File: config.mk
export PLATFORM = sky130hd
export DESIGN_NAME = relu2_mem_reader
export DESIGN_NICKNAME = d
export VERILOG_FILES = /design/src/rtl/nn_pkg.sv /design/src/rtl/nn_stream_reg.sv /design/src/rtl/relu2_mem_reader.sv
export SDC_FILE = /design/constraint.sdc
export NUM_CORES = 1
export LEC_CHECK = 0
export CAP_MARGIN = 40
export CORE_MARGIN = 1.5
export CORE_UTILIZATION = 46
export DETAILED_ROUTE_END_ITERATION = 16
export PLACE_DENSITY = 0.81
export SYNTH_ARGS = -nofsm -noshare
export SYNTH_HDL_FRONTEND = slang
export SYNTH_HIERARCHICAL = 1
export SYNTH_SLANG_ARGS = --single-unit
File: constraint.sdc
create_clock -name clk -period 2.5 [get_ports clk]
set_input_delay 0.625 -clock clk [delete_from_list [all_inputs] [get_ports clk]]
set_output_delay 0.625 -clock clk [all_outputs]
set_load 0.03 [all_outputs]
File: src/rtl/nn_pkg.sv
// Shared constants and types for the NN layer buffer readers.
// Holds the activation word format and the reader FSM encoding.
package nn_pkg;

  localparam int DATA_WIDTH  = 32;
  localparam int ADDR_WIDTH  = 16;
  localparam int RELU2_DEPTH = 64;

  typedef enum logic [1:0] {
    RD_IDLE  = 2'd0,
    RD_READ  = 2'd1,
    RD_DRAIN = 2'd2,
    RD_DONE  = 2'd3
  } reader_state_t;

  typedef logic signed [DATA_WIDTH-1:0] act_word_t;

endpackage

File: src/rtl/nn_stream_reg.sv
// Single-entry valid/ready holding register carrying data, index and last flag.
// Shared by the layer buffer readers; o_free tells the owner a new word may be loaded.
module nn_stream_reg #(
  parameter int DATA_WIDTH = nn_pkg::DATA_WIDTH,
  parameter int ADDR_WIDTH = nn_pkg::ADDR_WIDTH
) (
  input  logic                  clk,
  input  logic                  rst_n,
  input  logic                  i_load,
  input  logic                  i_clear,
  input  logic [DATA_WIDTH-1:0] i_data,
  input  logic [ADDR_WIDTH-1:0] i_index,
  input  logic                  i_last,
  input  logic                  i_ready,
  output logic                  o_valid,
  output logic [DATA_WIDTH-1:0] o_data,
  output logic [ADDR_WIDTH-1:0] o_index,
  output logic                  o_last,
  output logic                  o_free
);

  logic                  r_valid;
  logic [DATA_WIDTH-1:0] r_data;
  logic [ADDR_WIDTH-1:0] r_index;
  logic                  r_last;

  // Empty, or the held word leaves on this edge.
  assign o_free = !r_valid || i_ready;

  always_ff @(posedge clk or negedge rst_n) begin
    if (!rst_n) begin
      r_valid <= 1'b0;
      r_data  <= '0;
      r_index <= '0;
      r_last  <= 1'b0;
    end else if (i_load) begin
      r_valid <= 1'b1;
      r_data  <= i_data;
      r_index <= i_index;
      r_last  <= i_last;
    end else if (i_clear) begin
      r_valid <= 1'b0;
      r_last  <= 1'b0;
    end
  end

  assign o_valid = r_valid;
  assign o_data  = r_data;
  assign o_index = r_index;
  assign o_last  = r_last;

endmodule

File: src/rtl/relu2_mem_reader.sv
// Streams the layer-2 ReLU activation buffer out over valid/ready, one word per handshake.
// Optional running argmax outputs are enabled with RELU2_READER_ARGMAX_EN.
module relu2_mem_reader #(
  parameter int DATA_WIDTH = nn_pkg::DATA_WIDTH,
  parameter int ADDR_WIDTH = nn_pkg::ADDR_WIDTH,
  parameter int DEPTH      = nn_pkg::RELU2_DEPTH,
  parameter int BASE_ADDR  = 0
) (
  input  logic                  clk,
  input  logic                  rst_n,
  input  logic                  start,
  output logic                  busy,
  output logic                  done,
  output logic [ADDR_WIDTH-1:0] mem_read_addr,
  input  logic [DATA_WIDTH-1:0] mem_read_data,
  output logic                  out_valid,
  input  logic                  out_ready,
  output logic [DATA_WIDTH-1:0] out_data,
  output logic [ADDR_WIDTH-1:0] out_index,
  output logic                  out_last
`ifdef RELU2_READER_ARGMAX_EN
  ,
  output logic [DATA_WIDTH-1:0] max_data,
  output logic [ADDR_WIDTH-1:0] max_index
`endif
);

  import nn_pkg::*;

  localparam logic [ADDR_WIDTH-1:0] LAST_IDX = ADDR_WIDTH'(DEPTH - 1);
  localparam logic [ADDR_WIDTH-1:0] BASE     = ADDR_WIDTH'(BASE_ADDR);

  reader_state_t         r_state;
  logic [ADDR_WIDTH-1:0] r_idx;
  logic                  r_busy;
  logic                  r_done;

  logic w_free;
  logic w_load;
  logic w_clear;
  logic w_is_last;
  logic w_hs;

  // Address comes only from the index register, never from the ready input.
  assign mem_read_addr = BASE + r_idx;
  assign w_is_last     = (r_idx == LAST_IDX);
  assign w_hs          = out_valid && out_ready;
  assign w_load        = (r_state == RD_READ) && w_free;
  assign w_clear       = (r_state == RD_DRAIN) && w_hs;

  always_ff @(posedge clk or negedge rst_n) begin
    if (!rst_n) begin
      r_state <= RD_IDLE;
      r_idx   <= '0;
      r_busy  <= 1'b0;
      r_done  <= 1'b0;
    end else begin
      r_done <= 1'b0;
      case (r_state)
        RD_IDLE: begin
          if (start) begin
            r_state <= RD_READ;
            r_idx   <= '0;
            r_busy  <= 1'b1;
          end
        end
        RD_READ: begin
          if (w_free) begin
            if (w_is_last) r_state <= RD_DRAIN;
            else           r_idx   <= r_idx + 1'b1;
          end
        end
        RD_DRAIN: begin
          if (w_hs) begin
            r_state <= RD_DONE;
            r_busy  <= 1'b0;
            r_done  <= 1'b1;
          end
        end
        RD_DONE: r_state <= RD_IDLE;
        default: r_state <= RD_IDLE;
      endcase
    end
  end

  assign busy = r_busy;
  assign done = r_done;

  nn_stream_reg #(
    .DATA_WIDTH(DATA_WIDTH),
    .ADDR_WIDTH(ADDR_WIDTH)
  ) u_stream_reg (
    .clk    (clk),
    .rst_n  (rst_n),
    .i_load (w_load),
    .i_clear(w_clear),
    .i_data (mem_read_data),
    .i_index(r_idx),
    .i_last (w_is_last),
    .i_ready(out_ready),
    .o_valid(out_valid),
    .o_data (out_data),
    .o_index(out_index),
    .o_last (out_last),
    .o_free (w_free)
  );

`ifdef RELU2_READER_ARGMAX_EN
  logic                  r_first;
  logic [DATA_WIDTH-1:0] r_max_data;
  logic [ADDR_WIDTH-1:0] r_max_index;

  // Strictly-greater replacement keeps the lowest index on ties.
  always_ff @(posedge clk or negedge rst_n) begin
    if (!rst_n) begin
      r_first     <= 1'b0;
      r_max_data  <= '0;
      r_max_index <= '0;
    end else if ((r_state == RD_IDLE) && start) begin
      r_first <= 1'b1;
    end else if (w_hs) begin
      r_first <= 1'b0;
      if (r_first || ($signed(out_data) > $signed(r_max_data))) begin
        r_max_data  <= out_data;
        r_max_index <= out_index;
      end
    end
  end

  assign max_data  = r_max_data;
  assign max_index = r_max_index;
`endif

endmodule

==> qor.txt <==
Initial Util -> 47.9%
DRT Pass-1 Iters -> 4
Die width -> 87.6 microns
Number of global-route vias before repair -> 2322
Largest family of logic cells by synthesized area -> multiplexers
Worst Path Arrival -> 1.61 ns
Die ar. -> 7670 sq um
Tot Pwr -> 0.00571 W
Post-synthesis compound-gate area fraction -> 8.48%
# DRC -> 0
Area growth syn-to-layout -> 40.9%
Post-synthesis simple-gate area fraction -> 9.01%
FP Rows -> 30
Maximum clock insertion buffer count -> 2
Via-per-instance ratio -> 5.18
Hpwl dp -> 5180 microns
RSZ-0062 raised after global routing -> false
Number of fill cells in the layout -> 519
XOR/XNOR Fraction of Synth Area -> 0%
Sequential share of the synthesized area -> 53.2%
Initial DRC count -> 194
Max-slew headroom -> 70.2%
Crit path from -> r_idx[6]
Buffers and inverters on the worst path -> 1
Critical path class -> register to output port
Hold Fails Final Rpt -> 0
Via Count -> 2347
Post-synth EDFFs -> 0
Commonest non-fill, non-tap cell in the layout -> clkdlybuf4s50_1
Reg2reg start -> r_idx[0]
Worst reg-to-reg setup slack -> 0.46 ns
Slew Viols, Final -> 0
Most frequent cells in the layout -> clkdlybuf4s50_1 (102), dfrtp_1 (70), mux2_4 (47)
Cell count of the worst reg-to-reg path -> 6
Total Wirelength -> 7120 microns
Syn avg cell area -> 13.7 sq um
Core Region -> 6870 sq um
Port bufs -> 103
Clk_lat worst skew -> 0.33 ns
Final Worst Setup Slack -> 0.261 ns
Syn Nets -> 281
Clk root buf -> clkbuf_8
TritonCTS clock tree -> built
Crit share post-route -> 89.5%
Final setup vio count -> 0
Crit-path max FO -> 9
TNS Setup -> 0 ns
Peak supply drop -> 0.679 mV
Synth warnings -> 6
Crit start category -> register
Post-route ant nets -> 0
Multiplexer area fraction after synthesis -> 22.7%
Setup slack after placement -> 0.127 ns
IO Pins -> 104
GRT overflow -> 0
Worst-Margin Slew -> 0.446 ns
First-pass GRT wire length -> 11700 microns
FFs w/ async S/R, synth -> 100%
Delay-heaviest family, CP -> buffers and inverters
Min Clock Period, post-route -> 2.24 ns
Layout cell share with drive strength beyond 1 -> 21.8%
Synth Flop Type -> dfrtp_1
Initial antenna violation count -> 0
Setup Fix Bufs, Post-CTS -> 0
Largest net degree at the start of global routing -> 38
Worst EP required -> 1.88 ns
Syn Std Cell Area -> 3290 sq um
Ant. Diodes -> 0
Cells after Synth -> 240
Critical path, cell by cell -> clkdlybuf4s50_1
FF/Latch Area -> 1750 sq um
Chip Height -> 87.6 microns
RR Endpoint -> r_state[1]
CP Depth -> 1
Fmax -> 447 MHz
Leak -> 2.04 nW
Setup crit end kind -> output port
Yosys reg bits -> 70
Nets -> 393
Clock Skews -> 0.00814 ns
CP peak stage delay -> 0.75 ns
Routed wire length per instance -> 15.7 microns
TritonCTS buffer count -> 9
Synth unique cells -> 39
Synth Area in Adders -> 1.90%
Slowest-stage cell, CP -> clkdlybuf4s50_1
Clk slew on worst S/H paths -> 0.07 ns
Post-CTS Resized -> 0
Overall routing resource usage -> 20.0%
Cell Pwr Density -> 1230 nW/um^2
Max-cap violation count -> 0
CTS sink cnt -> 70
Hold_buf cts -> 0
Placer Congestion -> 0.933
Footprint of the multi-input gates -> 1390 sq um
Hold Path Class -> input port to async pin
Crit path to -> mem_read_addr[6]
Htree depth -> 3
Status -> finished, final reports clean
-- state kept, by name, summed over array words and instances (netlist names) --
name / cells
u_stream_reg/o_index: 16
u_stream_reg/o_valid: 1
u_stream_reg/o_last: 1
u_stream_reg/o_data: 32
r_state: 2
r_idx: 16
done: 1
busy: 1
-- routing by layer --
layer	part of all wire [%]	up-vias	global-route usage, %	wire [microns]
met2	50	92	31.4	3530
met4	1.4	0	8.66	100
li1	-	1091	-	-
met1	43	1157	26.9	3090
met5	0	-	0	0
met3	5.7	7	4.43	405
-- cells by family after synthesis --
kind of cell,after synthesis
multiplexers,51
AO/OA/AOI/OAI,46
buffers and inverters,16
AND/OR/NAND/NOR,52
adder cells (fa/ha/maj),5
flip-flops,70
-- cell type report --
cell class	count	share of cell area [%]
Clock inverter	5	2.29
Timing Repair Buffer	109	23.7
Clock buffer	11	3.05
Multi-Input combinational cell	154	30.0
Inverter	8	0.648
Tap cell	96	2.59
Sequential cell	70	37.8
-- Yosys cell counts (2+ instances only) --
| master | count | share of area (%) |
|---|---|---|
| nand3_1 | 6 | 0.91 |
| ha_1 | 5 | 1.9 |
| mux2_4 | 47 | 21 |
| nand2_1 | 13 | 1.5 |
| o31ai_1 | 3 | 0.68 |
| nand2b_1 | 2 | 0.38 |
| a31oi_1 | 4 | 0.76 |
| and3_1 | 6 | 1.1 |
| buf_6 | 2 | 0.68 |
| or3_1 | 3 | 0.57 |
| a21oi_1 | 10 | 1.5 |
| nand4_1 | 5 | 0.95 |
| inv_1 | 7 | 0.80 |
| a21o_1 | 4 | 0.91 |
| nor2_1 | 9 | 1.0 |
| dfrtp_1 | 70 | 53 |
| buf_12 | 4 | 2.4 |
| nor4_2 | 2 | 0.76 |
| o21ai_0 | 17 | 2.6 |
| mux2i_1 | 2 | 0.61 |
-- through the flow --
| stage | util (%) | std cells | hold WS [ns] | cell area (sq um) |
|---|---|---|---|---|
| floorplan | - | 240 | 0.329 | 3290 |
| global placement | 63.9 | 437 | 0.484 | 4390 |
| detailed placement | 63.9 | 437 | 0.491 | 4390 |
| CTS | 67.5 | 453 | 0.239 | 4640 |
| global route | 67.5 | 453 | 0.254 | 4640 |
| finish | 67.5 | 453 | 0.233 | 4640 |
-- where the power goes --
group / internal, W / switching, W
sequential: 0.00150 / 0.000247
clock: 0.000692 / 0.000400
combinational: 0.00141 / 0.00146
total: 0.00360 / 0.00211
-- worst min path at each step --
stage                               to  cells past startpoint  slack, ns
3_5_place_dp   u_stream_reg/o_data[19]                      1       0.49
4_1_cts                      r_idx[12]                      1       0.24
3_3_place_gp       u_stream_reg/o_last                      1       0.48
2_1_floorplan                     busy                      0       0.33
6_report                          done                      1       0.23
5_1_grt                      r_idx[14]                      1       0.25
Power figures use the tool's default switching activity.
